File: src/rtl/ram_pkg.sv
`default_nettype none
// ============================================================================
// Module   : ram_pkg
// Brief    : Shared constants, clear-FSM state type and byte-merge helper
//            for the parametrised single-port RAM.
// Revision : 1.0 - initial release
// ============================================================================
package ram_pkg;

    localparam int RD_ASYNC = 0;
    localparam int RD_SYNC  = 1;
    localparam int RDW_OLD  = 0;
    localparam int RDW_NEW  = 1;

    // Widest word the merge helper handles; callers cast to and from their width.
    localparam int MAX_DATA_W = 256;
    localparam int MAX_NB     = MAX_DATA_W / 8;

    typedef logic [0:0] clr_state_t;
    localparam clr_state_t CLEAR = 1'b0;
    localparam clr_state_t READY = 1'b1;

    function automatic logic [MAX_DATA_W-1:0] merge_bytes(
        input logic [MAX_DATA_W-1:0] old_word,
        input logic [MAX_DATA_W-1:0] new_word,
        input logic [MAX_NB-1:0]     be
    );
        logic [MAX_DATA_W-1:0] w_word;
        w_word = old_word;
        for (int k = 0; k < MAX_NB; k++) begin
            if (be[k]) w_word[8*k +: 8] = new_word[8*k +: 8];
        end
        return w_word;
    endfunction

endpackage
`default_nettype wire

File: src/rtl/ram_sp_param_if.sv
`default_nettype none
// ============================================================================
// Module   : ram_sp_param_if
// Brief    : User access bus of the single-port RAM (address/data/strobes).
// Revision : 1.0 - initial release
// ============================================================================
interface ram_sp_param_if #(
    parameter int DATA_W = 8,
    parameter int ADDR_W = 4
);
    localparam int NB = DATA_W / 8;

    logic [ADDR_W-1:0] address;
    logic [DATA_W-1:0] data_in;
    logic              write_en;
    logic [NB-1:0]     byte_en;
    logic              read_en;
    logic              clear_req;
    logic              busy;
    logic [DATA_W-1:0] data_out;
    logic              data_valid;

    modport master (
        output address, data_in, write_en, byte_en, read_en, clear_req,
        input  busy, data_out, data_valid
    );

    modport slave (
        input  address, data_in, write_en, byte_en, read_en, clear_req,
        output busy, data_out, data_valid
    );
endinterface
`default_nettype wire

File: src/rtl/ram_clear_seq.sv
`default_nettype none
// ============================================================================
// Module   : ram_clear_seq
// Brief    : Clear sweep FSM; walks every address once after reset or request.
// Revision : 1.0 - initial release
// ============================================================================
module ram_clear_seq
    import ram_pkg::*;
#(
    parameter int DEPTH  = 16,
    parameter int ADDR_W = 4
) (
    input  wire logic              clk,
    input  wire logic              reset_n,
    input  wire logic              clear_req,
    output logic                   busy,
    output logic                   clr_we,
    output logic [ADDR_W-1:0]      clr_addr
);
    localparam logic [ADDR_W-1:0] C_LAST = ADDR_W'(DEPTH - 1);

    clr_state_t        r_state;
    logic [ADDR_W-1:0] r_addr;

    // A request seen while sweeping is ignored, so an active sweep never restarts.
    always_ff @(posedge clk or negedge reset_n) begin
        if (!reset_n) begin
            r_state <= CLEAR;
            r_addr  <= '0;
        end else begin
            case (r_state)
                CLEAR: begin
                    if (r_addr == C_LAST) begin
                        r_state <= READY;
                        r_addr  <= '0;
                    end else begin
                        r_addr <= r_addr + 1'b1;
                    end
                end
                READY: begin
                    if (clear_req) begin
                        r_state <= CLEAR;
                        r_addr  <= '0;
                    end
                end
                default: begin
                    r_state <= CLEAR;
                    r_addr  <= '0;
                end
            endcase
        end
    end

    assign busy     = (r_state == CLEAR);
    assign clr_we   = busy;
    assign clr_addr = r_addr;

endmodule
`default_nettype wire

File: src/rtl/ram_sp_param.sv
`default_nettype none
// ============================================================================
// Module   : ram_sp_param
// Brief    : Single-port RAM, byte enables, async/sync read, built-in clear.
// Revision : 1.0 - initial release
// ============================================================================
module ram_sp_param
    import ram_pkg::*;
#(
    parameter int                 DATA_W    = 8,
    parameter int                 DEPTH     = 16,
    parameter int                 READ_MODE = RD_ASYNC,
    parameter int                 RDW_MODE  = RDW_OLD,
    parameter logic [DATA_W-1:0]  INIT_VAL  = '0
) (
    input  wire logic          clk,
    input  wire logic          reset_n,
    ram_sp_param_if.slave      bus
);
    localparam int                ADDR_W  = (DEPTH > 1) ? $clog2(DEPTH) : 1;
    localparam int                NB      = DATA_W / 8;
    localparam logic [ADDR_W:0]   C_DEPTH = (ADDR_W + 1)'(DEPTH);

    logic [DATA_W-1:0] r_mem [DEPTH];

    logic              w_busy;
    logic              w_clr_we;
    logic [ADDR_W-1:0] w_clr_addr;
    logic              w_in_range;
    logic              w_user_we;
    logic              w_rd_acc;
    logic [DATA_W-1:0] w_rd_word;
    logic [DATA_W-1:0] w_merged;

    ram_clear_seq #(
        .DEPTH  (DEPTH),
        .ADDR_W (ADDR_W)
    ) u_clear_seq (
        .clk       (clk),
        .reset_n   (reset_n),
        .clear_req (bus.clear_req),
        .busy      (w_busy),
        .clr_we    (w_clr_we),
        .clr_addr  (w_clr_addr)
    );

    assign w_in_range = ({1'b0, bus.address} < C_DEPTH);
    assign w_user_we  = bus.write_en & ~w_busy & w_in_range;
    assign w_rd_acc   = bus.read_en & ~w_busy;
    assign w_rd_word  = w_in_range ? r_mem[bus.address] : '0;
    assign w_merged   = DATA_W'(merge_bytes(MAX_DATA_W'(w_rd_word),
                                            MAX_DATA_W'(bus.data_in),
                                            MAX_NB'(bus.byte_en)));
    assign bus.busy   = w_busy;

    // The sweep owns the array while busy; user writes are already gated off then.
    always_ff @(posedge clk) begin
        if (w_clr_we) begin
            r_mem[w_clr_addr] <= INIT_VAL;
        end else if (w_user_we) begin
            r_mem[bus.address] <= w_merged;
        end
    end

    if (READ_MODE == RD_SYNC) begin : g_sync
        logic [DATA_W-1:0] r_data_out;
        logic              r_data_valid;

        always_ff @(posedge clk or negedge reset_n) begin
            if (!reset_n) begin
                r_data_out   <= '0;
                r_data_valid <= 1'b0;
            end else begin
                r_data_valid <= w_rd_acc;
                if (w_rd_acc) begin
                    r_data_out <= (RDW_MODE == RDW_NEW && w_user_we) ? w_merged : w_rd_word;
                end
            end
        end

        assign bus.data_out   = r_data_out;
        assign bus.data_valid = r_data_valid;
    end else begin : g_async
        assign bus.data_out   = w_rd_word;
        assign bus.data_valid = w_rd_acc;
    end

    if (NB * 8 != DATA_W) begin : g_width_chk
        $error("ram_sp_param: DATA_W must be a multiple of 8");
    end

endmodule
`default_nettype wire

File: src/flat_wrapper.sv
// flat-port wrapper written by rule: the top's interface ports become plain ports
module ram_sp_param_flat import ram_pkg::*;
#(
    parameter int                 DATA_W    = 8,
    parameter int                 DEPTH     = 16,
    parameter int                 READ_MODE = RD_ASYNC,
    parameter int                 RDW_MODE  = RDW_OLD,
    parameter logic [DATA_W-1:0]  INIT_VAL  = '0
)
  (clk, reset_n, bus_address, bus_data_in, bus_write_en, bus_byte_en, bus_read_en, bus_clear_req, bus_busy, bus_data_out, bus_data_valid);
  ram_sp_param_if #(.DATA_W(DATA_W), .ADDR_W(4)) bus_i ();
  input  wire logic clk;
  input  wire logic reset_n;
  input wire logic [$bits(bus_i.address)-1:0] bus_address;
  input wire logic [$bits(bus_i.data_in)-1:0] bus_data_in;
  input wire logic [$bits(bus_i.write_en)-1:0] bus_write_en;
  input wire logic [$bits(bus_i.byte_en)-1:0] bus_byte_en;
  input wire logic [$bits(bus_i.read_en)-1:0] bus_read_en;
  input wire logic [$bits(bus_i.clear_req)-1:0] bus_clear_req;
  output wire logic [$bits(bus_i.busy)-1:0] bus_busy;
  output wire logic [$bits(bus_i.data_out)-1:0] bus_data_out;
  output wire logic [$bits(bus_i.data_valid)-1:0] bus_data_valid;
  assign bus_i.address = bus_address;
  assign bus_i.data_in = bus_data_in;
  assign bus_i.write_en = bus_write_en;
  assign bus_i.byte_en = bus_byte_en;
  assign bus_i.read_en = bus_read_en;
  assign bus_i.clear_req = bus_clear_req;
  assign bus_busy = bus_i.busy;
  assign bus_data_out = bus_i.data_out;
  assign bus_data_valid = bus_i.data_valid;
  ram_sp_param #(.DATA_W(DATA_W), .DEPTH(DEPTH), .READ_MODE(READ_MODE), .RDW_MODE(RDW_MODE), .INIT_VAL(INIT_VAL)) u_core (.clk(clk), .reset_n(reset_n), .bus(bus_i));
endmodule
File: config.mk
export PLATFORM = sky130hd
export DESIGN_NAME = ram_sp_param_flat
export DESIGN_NICKNAME = d
export VERILOG_FILES = /design/src/rtl/ram_pkg.sv /design/src/rtl/ram_sp_param_if.sv /design/src/rtl/ram_clear_seq.sv /design/src/rtl/ram_sp_param.sv /design/src/flat_wrapper.sv
export SDC_FILE = /design/constraint.sdc
export NUM_CORES = 1
export LEC_CHECK = 0
export CAP_MARGIN = 20
export CORE_MARGIN = 2
export CORE_UTILIZATION = 30
export CTS_CLUSTER_SIZE = 20
export DETAILED_ROUTE_END_ITERATION = 8
export SLEW_MARGIN = 15
export SYNTH_ARGS = -nofsm -noshare
export SYNTH_HDL_FRONTEND = slang
export SYNTH_HIERARCHICAL = 1
export SYNTH_SLANG_ARGS = --single-unit
File: constraint.sdc
create_clock -name clk -period 6.32 [get_ports clk]
set_clock_uncertainty 0.15 [all_clocks]
set_input_delay 1.264 -clock clk [delete_from_list [all_inputs] [get_ports clk]]
set_output_delay 1.264 -clock clk [all_outputs]
set_load 0.05 [all_outputs]
==> results of run 1 <==
[state kept, by name (all words and copies together) (netlist names)]
name,count
u_core/r_mem,128
u_core/u_clear_seq/clr_addr,4
u_core/u_clear_seq/r_state,1
[through the flow]
step / util / setup slack [ns] / total power [W]
2_1_floorplan: - / 2.33 / 0.00147
3_3_place_gp: 0.334 / 1.12 / 0.00160
3_5_place_dp: 0.334 / 1.09 / 0.00161
4_1_cts: 0.369 / 1.09 / 0.00264
5_1_grt: 0.369 / 0.990 / 0.00272
6_report: 0.369 / 1.08 / 0.00262
[worst min path at each step]
stage,endpoint,from,cells past startpoint
5_1_grt,u_core/u_clear_seq/clr_addr[2],u_core/u_clear_seq/r_state,1
4_1_cts,u_core/u_clear_seq/clr_addr[2],u_core/u_clear_seq/r_state,1
2_1_floorplan,u_core/u_clear_seq/clr_addr[2],u_core/u_clear_seq/r_state,2
3_5_place_dp,u_core/u_clear_seq/clr_addr[2],u_core/u_clear_seq/r_state,1
6_report,u_core/u_clear_seq/clr_addr[2],u_core/u_clear_seq/r_state,1
3_3_place_gp,u_core/u_clear_seq/clr_addr[2],u_core/u_clear_seq/r_state,1
[routing by layer]
| metal | vias to the layer above | part of all wire | wire length, µm |
|---|---|---|---|
| met5 | - | 0 | 0 |
| met4 | 0 | 0.013 | 161 |
| met3 | 14 | 0.076 | 904 |
| li1 | 1332 | - | - |
| met2 | 127 | 0.48 | 5740 |
| met1 | 1509 | 0.43 | 5150 |
[logic make-up after synthesis]
group           after synthesis  synth area share
fa+ha+maj                     1           0.00223
simple gates                 50            0.0420
buf+inv                      31            0.0328
mux                          49             0.141
compound gates               50            0.0719
flops                       133             0.708
xor+xnor                      1           0.00156
[worst reg2reg max path: cells and delay by family (launching register included)]
| family | cells | cell delay (ns) |
|---|---|---|
| flip-flops | 1 | 0.50 |
| AND/OR/NAND/NOR | 3 | 1.43 |
| AO/OA/AOI/OAI | 1 | 0.23 |
| buffers and inverters | 1 | 0.19 |
[power breakdown]
group	internal [W]	leakage [nW]	switching, W
Sequential	0.00112	1.26	0.0000560
Combinational	0.000151	0.744	0.000272
Clock	0.000661	0.289	0.000366
[cell type report]
class | instances | share of cell area
Clock buffer | 17 | 0.0636
Clock inverter | 15 | 0.0307
Tap cell | 229 | 0.0428
Timing Repair Buffer | 31 | 0.0460
Sequential cell | 133 | 0.593
Inverter | 13 | 0.00729
Multi-Input combinational cell | 151 | 0.217
[cells in the final DEF (no fill, tap or decap), types with 2 or more instances in the layout]
cell	synthesis	layout
clkdlybuf4s50_1	0	26
edfxtp_1	128	128
bufinv_16	0	4
o21a_1	9	9
clkinvlp_4	0	5
clkinv_4	0	4
nand2_1	7	7
nor3b_1	2	2
nand3_1	2	2
a221o_1	7	7
o22ai_2	7	7
a31oi_1	3	3
a22o_1	2	2
clkbuf_16	0	17
mux4_1	7	7
nand2b_1	2	2
nor2b_1	3	3
inv_1	12	12
o22ai_1	3	3
mux2i_1	27	27
nor2_1	27	27
buf_4	2	3
dfrtp_1	5	5
mux4_2	15	15
a21oi_1	12	12
==> results.ini, run 1 <==
[run_status]
status=complete, no violations

[grt]
grt_usage=0.127
grt_overflow=0
grt_pass1_wl_um=17700
met3_usage=0.0438
antenna_found_initial=0
grt_pass1_vias=2837
grt_max_degree=35
top_usage_layer=met2
grt_util_met1=0.163
grt_use_met2=0.200

[logic_synthesis]
synth_edf_count=128
synth.most_common_cell=edfxtp_1
synth-async-reset-ratio=0.0376
syn-num-nets=334
postSynthCellCount=315
synth-seq-cells=133
synth_top_area_frac=0.686
yosysWarnings=6
synth-main-ff-cell=edfxtp_1
syn-cell-area_um2=5600
syn_area_per_cell_um2=17.8
seq_area_frac_synth=0.708
netlist_top_cells_count=edfxtp_1, mux2i_1, nor2_1
yosysTopAreaCell=edfxtp_1
yosysUniqueCellTypes=42
yosys-top-cells-area=edfxtp_1, mux4_2, mux2i_1

[final_layout]
n_fill_cell=1666
fin_area_um2=6690
drive_above_1_share=0.172
syn2layout_area_growth_pct=19.4
fin_cells=589
register_area_um2=3970
multi_input_area_um2=1450
antenna_cells=0
nNetsFinal=366

[setup_path]
worstSetupPathType=in2out
cp-endpoint=bus_data_out[7]
reg2reg_to=u_core/r_mem[2][0]
rrSetupSlack_ns=3.44
crit_start=bus_address[2]
path_cells=clkdlybuf4s50_1 -> buf_4 -> mux4_1 -> mux2i_1 -> o22ai_2 -> clkdlybuf4s50_1
critPathMaxFanout=32
worst-path-buf-inv=3
ff2ff_path_depth=5
r2r_start=u_core/u_clear_seq/r_state
cp-start-kind=input pin
worst_setup_path_end_kind=output pin
required_ns=4.91
cpLargestDelayFamily=buffers and inverters
cp_slowest_stage_delay_ns=0.73
cp.depth=6
crit_top_cell=clkdlybuf4s50_1
crit_path_top_delay_cell=clkdlybuf4s50_1
worst-endpoint-arrival_ns=3.83

[pwr]
power.leakage_nw=2.30
ir_worst_vdd_v=0.000182
p_per_area_nw_per_um2=392

[detailed_routing]
ant_nets=0
drc=0
vias=2982
first_pass_iters=5
wirelength_um=12000
avgViaCountPerCell=5.06
wl_per_cell_um=20.3
drt_iter0_drc=329

[timing]
post-route-period-util=0.830
holdWs_ns=0.514
layout_min_cycle_time_ns=5.24
finalHoldViolations=0
tightest_slew_ns=0.933
drv_slew=0
setup_violations=0
slew_headroom=0.375
max_freq_mhz=191
finalSetupTns_ns=0
rsz0062_at_grt=no

[floorplan]
fp.dieH_um=141
core_um2=18100
initial_core_util=0.309
die_area_um2=19800
fp.dieW_um=141
placementRows=49
io_pins=28

[clock_tree]
ctsResizeCount=0
cts_made_buffers=17
cts_buffer_depth=2
clk_pin_slew_ns=0.06
cts_post_setup_buffers_inserted=0
ctsHoldBuffers=0
worstSkewPairLatency_ns=0.42
tritoncts=done
cts_max_level=4
cts_sinks=133
cts_root_buf=clkbuf_16

[place]
routabilityCongestion=0.836
place_area_um2=6060
dp_cells=557
dp_hpwl_um=7810
portBuffers=27

[job]
maxCapViolations=0

[worst_hold_path]
hold_path.class=reg2reg

Note: power is estimated with default switching activity, not from simulation.
==> inputs of run 2 (changes only) <==
==> constraint.sdc (replaced) <==
create_clock -name clk -period 5.2 [get_ports clk]
set_clock_uncertainty 0.15 [all_clocks]
set_input_delay 1.04 -clock clk [delete_from_list [all_inputs] [get_ports clk]]
set_output_delay 1.04 -clock clk [all_outputs]
set_load 0.05 [all_outputs]
==> run 2 against run 1 <==
  * Die area did not move
  * Design area about the same
  * Non-clock buffer count is the same
  * Combinational power rose by 28%
  * Clock-buffer cell count increased by 3
  * Power rose by 15%
  * Setup slack improved by 0.046 ns
  * Largest power group unchanged
  * Global-route usage hardly changed
  * Core utilization about the same
  * Via count decreased by 0.47%
  * Critical endpoint is now bus_data_out[2]
==> results.ini, run 2 (same netlist as run 1, synthesis figures left out) <==
[setup_path]
rrSetupSlack_ns=2.35
critPathMaxFanout=31
worst_setup_path_end_kind=output pin
cp-start-kind=input pin
worst-endpoint-arrival_ns=2.89
required_ns=4.01
worstSetupPathType=in2out

[timing]
slew_headroom=0.417
post-route-period-util=0.784
layout_min_cycle_time_ns=4.08
max_freq_mhz=245
rsz0062_at_grt=no
drv_slew=0
finalHoldViolations=0
finalSetupTns_ns=0
setup_violations=0
tightest_slew_ns=0.871

[place]
dp_hpwl_um=7810
portBuffers=27
routabilityCongestion=0.793
place_area_um2=6160

[floorplan]
fp.dieH_um=141
core_um2=18100
placementRows=49
io_pins=28
fp.dieW_um=141
initial_core_util=0.309
die_area_um2=19800

[detailed_routing]
wl_per_cell_um=20.2
drc=0
avgViaCountPerCell=5.04
first_pass_iters=5
ant_nets=0
vias=2968
wirelength_um=11900
drt_iter0_drc=272

[clock_tree]
ctsHoldBuffers=0
cts_sinks=133
cts_made_buffers=17
cts_max_level=4
worstSkewPairLatency_ns=0.42
tritoncts=done
clk_pin_slew_ns=0.05
ctsResizeCount=0
cts_root_buf=clkbuf_16
cts_post_setup_buffers_inserted=0
cts_buffer_depth=2

[worst_hold_path]
hold_path.class=reg2reg

[grt]
met3_usage=0.0377
antenna_found_initial=0
grt_overflow=0
grt_pass1_vias=3043
grt_util_met1=0.175
grt_pass1_wl_um=18200
grt_use_met2=0.193
top_usage_layer=met2
grt_max_degree=33
grt_usage=0.127

[pwr]
p_per_area_nw_per_um2=451
p_seq_frac=0.472
p_comb_frac=0.179
pwr-share-clk=0.349
p_switching_w=0.000826
ir_worst_vdd_v=0.000213
power.leakage_nw=2.32
p_int_w=0.00219
p_sw_frac=0.274

[final_layout]
final_common_cell=edfxtp_1
n_fill_cell=1652
final_cell_mix=edfxtp_1, nor2_1, mux2i_1, clkdlybuf4s50_1, clkbuf_16
largest_register_ffs=128
drive_above_1_share=0.194
syn2layout_area_growth_pct=19.5
fin_area_um2=6700
nNetsFinal=366
antenna_cells=0
regMostFlops=u_core/r_mem

[job]
maxCapViolations=0

[run_status]
status=complete, no violations

==> run 2: cell types whose count changed in the layout (fill, tap and decap cells not counted), moves of 2 or more <==
cell | before | now
clkinvlp_4 | 5 | 3
bufinv_16 | 4 | 0
buf_12 | 1 | 10
clkbuf_8 | 0 | 2
clkdlybuf4s50_1 | 26 | 18
clkinv_2 | 0 | 5
==> run 2: worst max-delay path, cell delays in order <==
cell     delay, ns
buf_2         0.36
buf_12        0.30
mux4_2        0.55
mux2i_1       0.27
o22ai_2       0.17
buf_12        0.18
==> run 2: final cells by class <==
type / instances / area, µm² / area share
repair buffers: 31 / 400 / 0.0598
well taps: 229 / 287 / 0.0428
inverters: 13 / 48.8 / 0.00729
clock buffers: 20 / 457 / 0.0682
multi-input cells: 151 / 1450 / 0.217
clock inverters: 12 / 82.6 / 0.0123
flip-flops and latches: 133 / 3970 / 0.593
==> run 2: final timing paths <==
| path | startpoint | endpoint | depth (start not counted) |
|---|---|---|---|
| setup / recovery | bus_address[0] | bus_data_out[2] | 6 |
| hold / removal | u_core/u_clear_seq/r_state | u_core/u_clear_seq/clr_addr[2] | 1 |
| setup reg to reg | u_core/u_clear_seq/r_state | u_core/r_mem[8][3] | 5 |
| hold reg to reg | u_core/u_clear_seq/r_state | u_core/u_clear_seq/clr_addr[2] | 1 |
| max in group asynchronous | reset_n | u_core/u_clear_seq/clr_addr[0] | 1 |
| min in group asynchronous | reset_n | u_core/u_clear_seq/clr_addr[3] | 1 |
==> run 2: power by group through the flow <==
stage / clock (W) / combinational, W / sequential, W
4_1_cts: 0.00107 / 0.000545 / 0.00143
3_3_place_gp: 0 / 0.000534 / 0.00144
2_1_floorplan: 0 / 0.000376 / 0.00142
6_report: 0.00105 / 0.000540 / 0.00143
3_5_place_dp: 0 / 0.000543 / 0.00145
5_1_grt: 0.00112 / 0.000587 / 0.00144
==> run 2: per-layer routing <==
metal,vias up,wire (µm),share of wire
met5,-,0,0
met3,11,738,0.062
li1,1336,-,-
met4,0,146,0.012
met1,1521,5510,0.46
met2,100,5520,0.46
==> run 2: stage by stage <==
step / setup WS [ns] / power [W] / hold WS (ns) / utilization / cells
final: 1.12 / 0.00302 / 0.471 / 0.369 / 589
after global routing: 1.01 / 0.00315 / 0.530 / 0.369 / 589
after CTS: 1.10 / 0.00304 / 0.474 / 0.369 / 589
after detailed placement: 1.10 / 0.00199 / 0.478 / 0.339 / 557
after global placement: 1.11 / 0.00197 / 0.431 / 0.339 / 557
after floorplan: 1.66 / 0.00179 / 0.385 / - / 315
==> inputs of run 3 (changes only) <==
==> constraint.sdc (replaced) <==
create_clock -name clk -period 3.4 [get_ports clk]
set_clock_uncertainty 0.15 [all_clocks]
set_input_delay 0.68 -clock clk [delete_from_list [all_inputs] [get_ports clk]]
set_output_delay 0.68 -clock clk [all_outputs]
set_load 0.05 [all_outputs]
==> run 3 against run 2 <==
  * Sequential power rose by 52%
  * Non-clock buffer count up 22
  * Sequential share of layout area down 1.6 points
  * Critical path depth stayed put
  * Cell count is 3.7% higher
  * Clock-buffer cell count is 1 lower
  * Setup slack got worse by 1.0 ns
  * Global-route usage decreased by 0.055 points
  * Combinational power is 66% higher
  * Core utilization grew 1.0 points
  * Sequential cell count unchanged
  * Via count increased by 1.5%
  * Critical path type unchanged
  * Highest routed layer unchanged
==> results.ini, run 3 (same netlist as run 1, synthesis figures left out) <==
[run_status]
status=complete, no violations

[detailed_routing]
drc=0
avgViaCountPerCell=4.93
vias=3012
ant_nets=0
wirelength_um=11900
wl_per_cell_um=19.5
drt_iter0_drc=213
first_pass_iters=4

[timing]
fin_ws_ns=0.123
layout_min_cycle_time_ns=3.28
max_freq_mhz=305
finalHoldViolations=0
post-route-period-util=0.964
slew_headroom=0.408
holdWs_ns=0.332
setup_violations=0
rsz0062_at_grt=no
finalSetupTns_ns=0
tightest_slew_ns=0.884
drv_slew=0

[pwr]
p_per_area_nw_per_um2=681
power.leakage_nw=2.43
total_power_w=0.00468
ir_worst_vdd_v=0.000220

[final_layout]
n_fill_cell=1654
antenna_cells=0
largest_register_ffs=128
fin_area_um2=6880
drive_above_1_share=0.228
final_common_cell=edfxtp_1
final_cell_mix=edfxtp_1, nor2_1, mux2i_1, buf_4, clkdlybuf4s50_1
syn2layout_area_growth_pct=22.7
regMostFlops=u_core/r_mem
nNetsFinal=388

[clock_tree]
cts_buffer_depth=2
cts_made_buffers=17
ctsHoldBuffers=0
tritoncts=done
cts_root_buf=clkbuf_16
clk_pin_slew_ns=0.05
cts_post_setup_buffers_inserted=0
cts_sinks=133
cts_max_level=4
worstSkewPairLatency_ns=0.42

[job]
maxCapViolations=0

[place]
place_area_um2=6350
portBuffers=27
routabilityCongestion=0.852
dp_hpwl_um=7930
pre_cts_ws_ns=0.101

[grt]
grt_pass1_wl_um=18000
antenna_found_initial=0
grt_max_degree=28
grt_pass1_vias=2974
grt_usage=0.126
grt_overflow=0

[setup_path]
r2r_start=u_core/u_clear_seq/r_state
critPathMaxFanout=17
path_cells=clkdlybuf4s50_1 -> buf_12 -> mux4_1 -> mux2i_1 -> o22ai_2 -> buf_12
worstSetupPathType=in2out
worst_setup_path_end_kind=output pin
cp_slowest_stage_delay_ns=0.58
crit_path_top_delay_cell=clkdlybuf4s50_1
cp-start-kind=input pin
worst-endpoint-arrival_ns=2.45
crit_top_cell=buf_12
required_ns=2.57
cpLargestDelayFamily=buffers and inverters
worst-path-buf-inv=3
crit_start=bus_address[2]

[floorplan]
io_pins=28
fp.dieW_um=141
fp.dieH_um=141
placementRows=49
initial_core_util=0.309
die_area_um2=19800
core_um2=18100

[worst_hold_path]
hold_path.class=in2async

[run 3: cell types whose count changed in the layout (fill, tap and decap cells not counted), moves of 2 or more]
cell / previous run / this run
buf_12: 10 / 12
buf_4: 2 / 21
clkbuf_8: 2 / 0
clkinv_1: 0 / 5
clkinv_4: 4 / 0
[run 3: final timing paths]
path	endpoint	slack [ns]	depth (start not counted)
min in group clk	u_core/u_clear_seq/r_state	0.50	1
worst min-delay path	u_core/u_clear_seq/clr_addr[2]	0.33	1
worst max-delay path	bus_data_out[7]	0.12	6
max in group asynchronous	u_core/u_clear_seq/clr_addr[3]	2.58	1
worst max register to register	u_core/r_mem[7][1]	0.63	5
worst min register to register	u_core/u_clear_seq/r_state	0.50	1
[run 3: per-layer routing]
metal	vias up	wire (µm)	GRT usage
met5	-	0	0
met4	0	249	0.0547
met3	17	653	0.0404
met2	83	5590	0.196
met1	1534	5400	0.163
li1	1378	-	-
[run 3: layout make-up]
type / count / area, µm² / share of cell area
tap: 229 / 287 / 0.0417
sequential: 133 / 3970 / 0.577
clock inverter: 13 / 91.3 / 0.0133
timing repair buffer: 53 / 594 / 0.0864
clock buffer: 19 / 433 / 0.0630
multi-input combinational: 151 / 1450 / 0.211
inverter: 13 / 48.8 / 0.00710
[run 3: report_power, final]
part / switching (W) / leakage (nW) / total [W] / internal [W]
sequential: 0.000106 / 1.26 / 0.00218 / 0.00207
combinational: 0.000526 / 0.917 / 0.000897 / 0.000371
clock: 0.000624 / 0.250 / 0.00161 / 0.000982
total: 0.00126 / 2.43 / 0.00468 / 0.00342
[run 3: what timing repair did]
| action | 4_1_cts | 5_1_grt |
|---|---|---|
| hold endpoints to repair | 0 | 0 |
| setup endpoints to repair | 0 | 1 |
| resized for setup | 0 | 2 |
[run 3: metrics by stage]
step,std cells,utilization
4_1_cts,611,0.379
3_5_place_dp,579,0.350
6_report,611,0.379
5_1_grt,611,0.379
3_3_place_gp,579,0.350
2_1_floorplan,315,-
==> RTL edit (config.mk and constraints of run 3) <==
Reset style: synchronous (`reset_n`), changed in 2 clocked blocks. Comments in the files are not updated.
--- a/src/rtl/ram_clear_seq.sv
+++ b/src/rtl/ram_clear_seq.sv
@@ -23,7 +23,7 @@
     logic [ADDR_W-1:0] r_addr;
 
     // A request seen while sweeping is ignored, so an active sweep never restarts.
-    always_ff @(posedge clk or negedge reset_n) begin
+    always_ff @(posedge clk) begin
         if (!reset_n) begin
             r_state <= CLEAR;
             r_addr  <= '0;
--- a/src/rtl/ram_sp_param.sv
+++ b/src/rtl/ram_sp_param.sv
@@ -66,7 +66,7 @@
         logic [DATA_W-1:0] r_data_out;
         logic              r_data_valid;
 
-        always_ff @(posedge clk or negedge reset_n) begin
+        always_ff @(posedge clk) begin
             if (!reset_n) begin
                 r_data_out   <= '0;
                 r_data_valid <= 1'b0;
Check against the original RTL: same outputs for any inputs over 10 cycles, from zero or initial values and one cycle with reset_n low; that may be too few to reach the edited logic, so the function may still have changed.
==> RTL edit against run 3 <==
  * Synthesized area stayed put
  * Final cell count is 0.65% higher
  * Routed wire length is 0.76% higher
  * Setup slack better by 3.0 ps
  * Fmax hardly changed
  * Utilization is 0.14 points higher
  * Synthesized cell count is 1.3% higher
  * Sequential cell count stayed put
  * Die area stayed put
  * Final area is 0.38% higher
  * Critical path type unchanged
  * Critical endpoint is now bus_data_out[5]
  * Highest routed layer unchanged
Power is not compared: it rests on default switching activity, and its combinational part moved more than twofold at a synthesized area within 25%.
==> RTL edit: results (changes against run 3) <==
Status
  – Outcome: complete, no violations (unchanged)

Cells and area
  – Share of cells above drive strength 1: 22.5% (was 22.8%)
  – Layout net count: 392 (was 388)
  – # fillers: 1652 (was 1654)

Worst setup path
  – CP max stage delay: 630 ps (was 580 ps)
  – Max FO, Critical Path: 22 (was 17)
  – Worst Reg2Reg Path Length in Cells: 4 (was 5)

Synth
  – Syn nets: 338 (was 334)
  – Most frequent cells after synthesis: edfxtp_1, nor2_1, mux2i_1 (was edfxtp_1, mux2i_1, nor2_1)
  – Seq/Total Area, Yosys: 70.4% (was 70.8%)
  – FFs w/ async S/R, synth: 0% (was 3.76%)
  – Number of distinct library cells after synthesis: 43 (was 42)
  – Post-Syn Area: 5600 µm² (unchanged)
  – Synth area leaders: edfxtp_1, mux4_2, mux2i_1 (unchanged)

Detailed routing
  – Routed vias/inst: 5.01 (was 4.93)
  – Post-Route WL: 12000 µm (was 11900 µm)
  – Iteration-0 DRC Markers: 255 (was 213)
  – Met2 wire len: 6220 µm (was 5590 µm)
  – Metal-1 WL: 5040 µm (was 5400 µm)

Hold path
  – Hold Path Class: reg2reg (was in2async)

STA
  – Hold_ws: 411 ps (was 332 ps)
  – Worst slew pin tran: 949 ps (was 884 ps)

Global routing
  – Global-route wire length before repair: 18600 µm (was 18000 µm)
  – Met2 Use GR: 22.2% (was 19.6%)
  – Vias in the first global route: 3142 (was 2974)
  – Gr usage total: 12.8% (was 12.6%)
  – Largest net degree at the start of global routing: 23 (was 28)
  – Met1 Resource Use GR: 15.4% (was 16.3%)
[RTL edit: logic make-up after synthesis]
logic type	after synthesis	share of synthesized area (%)
buf+inv	30	3.08
flops	133	70.4
fa+ha+maj	1	0.223
mux	49	14.1
simple gates	55	4.80
compound gates	51	7.39
[RTL edit: cell type report]
type | count | share of cell area [%]
clock buffers | 22 | 6.43
clock inverters | 10 | 1.54
inverters | 13 | 0.707
multi-input cells | 156 | 21.6
flip-flops and latches | 133 | 57.1
well taps | 229 | 4.15
repair buffers | 52 | 8.45
[RTL edit: worst max-delay path: cells and delay by family]
family / cells / cell delay, ps
compound gates: 1 / 100
buf+inv: 4 / 1160
mux: 2 / 490
[RTL edit: repair_timing]
action / CTS / global route
setup endpoints to repair: 0 / 1
hold buffers: 0 / 0
gates resized for setup: 0 / 1
[RTL edit: final timing paths]
path,to,from
worst min register to register,u_core/u_clear_seq/clr_addr[2],u_core/u_clear_seq/clr_addr[2]
worst min-delay path,u_core/u_clear_seq/clr_addr[2],u_core/u_clear_seq/clr_addr[2]
worst max register to register,u_core/r_mem[4][5],u_core/u_clear_seq/r_state
worst max-delay path,bus_data_out[5],bus_address[2]
[RTL edit: report_power, final]
| part | internal (mW) | switching (mW) |
|---|---|---|
| clock network | 1.07 | 0.631 |
| logic | 0.158 | 0.171 |
| registers | 1.82 | 0.0161 |
[RTL edit: stage by stage]
step / std cells / instance area, µm² / util [%] / setup slack (ps)
2_1_floorplan: 319 / 5600 / - / 583
3_3_place_gp: 583 / 6350 / 35.0 / 115
3_5_place_dp: 583 / 6350 / 35.0 / 133
4_1_cts: 615 / 6900 / 38.0 / 118
5_1_grt: 615 / 6900 / 38.0 / 30.2
6_report: 615 / 6900 / 38.0 / 126
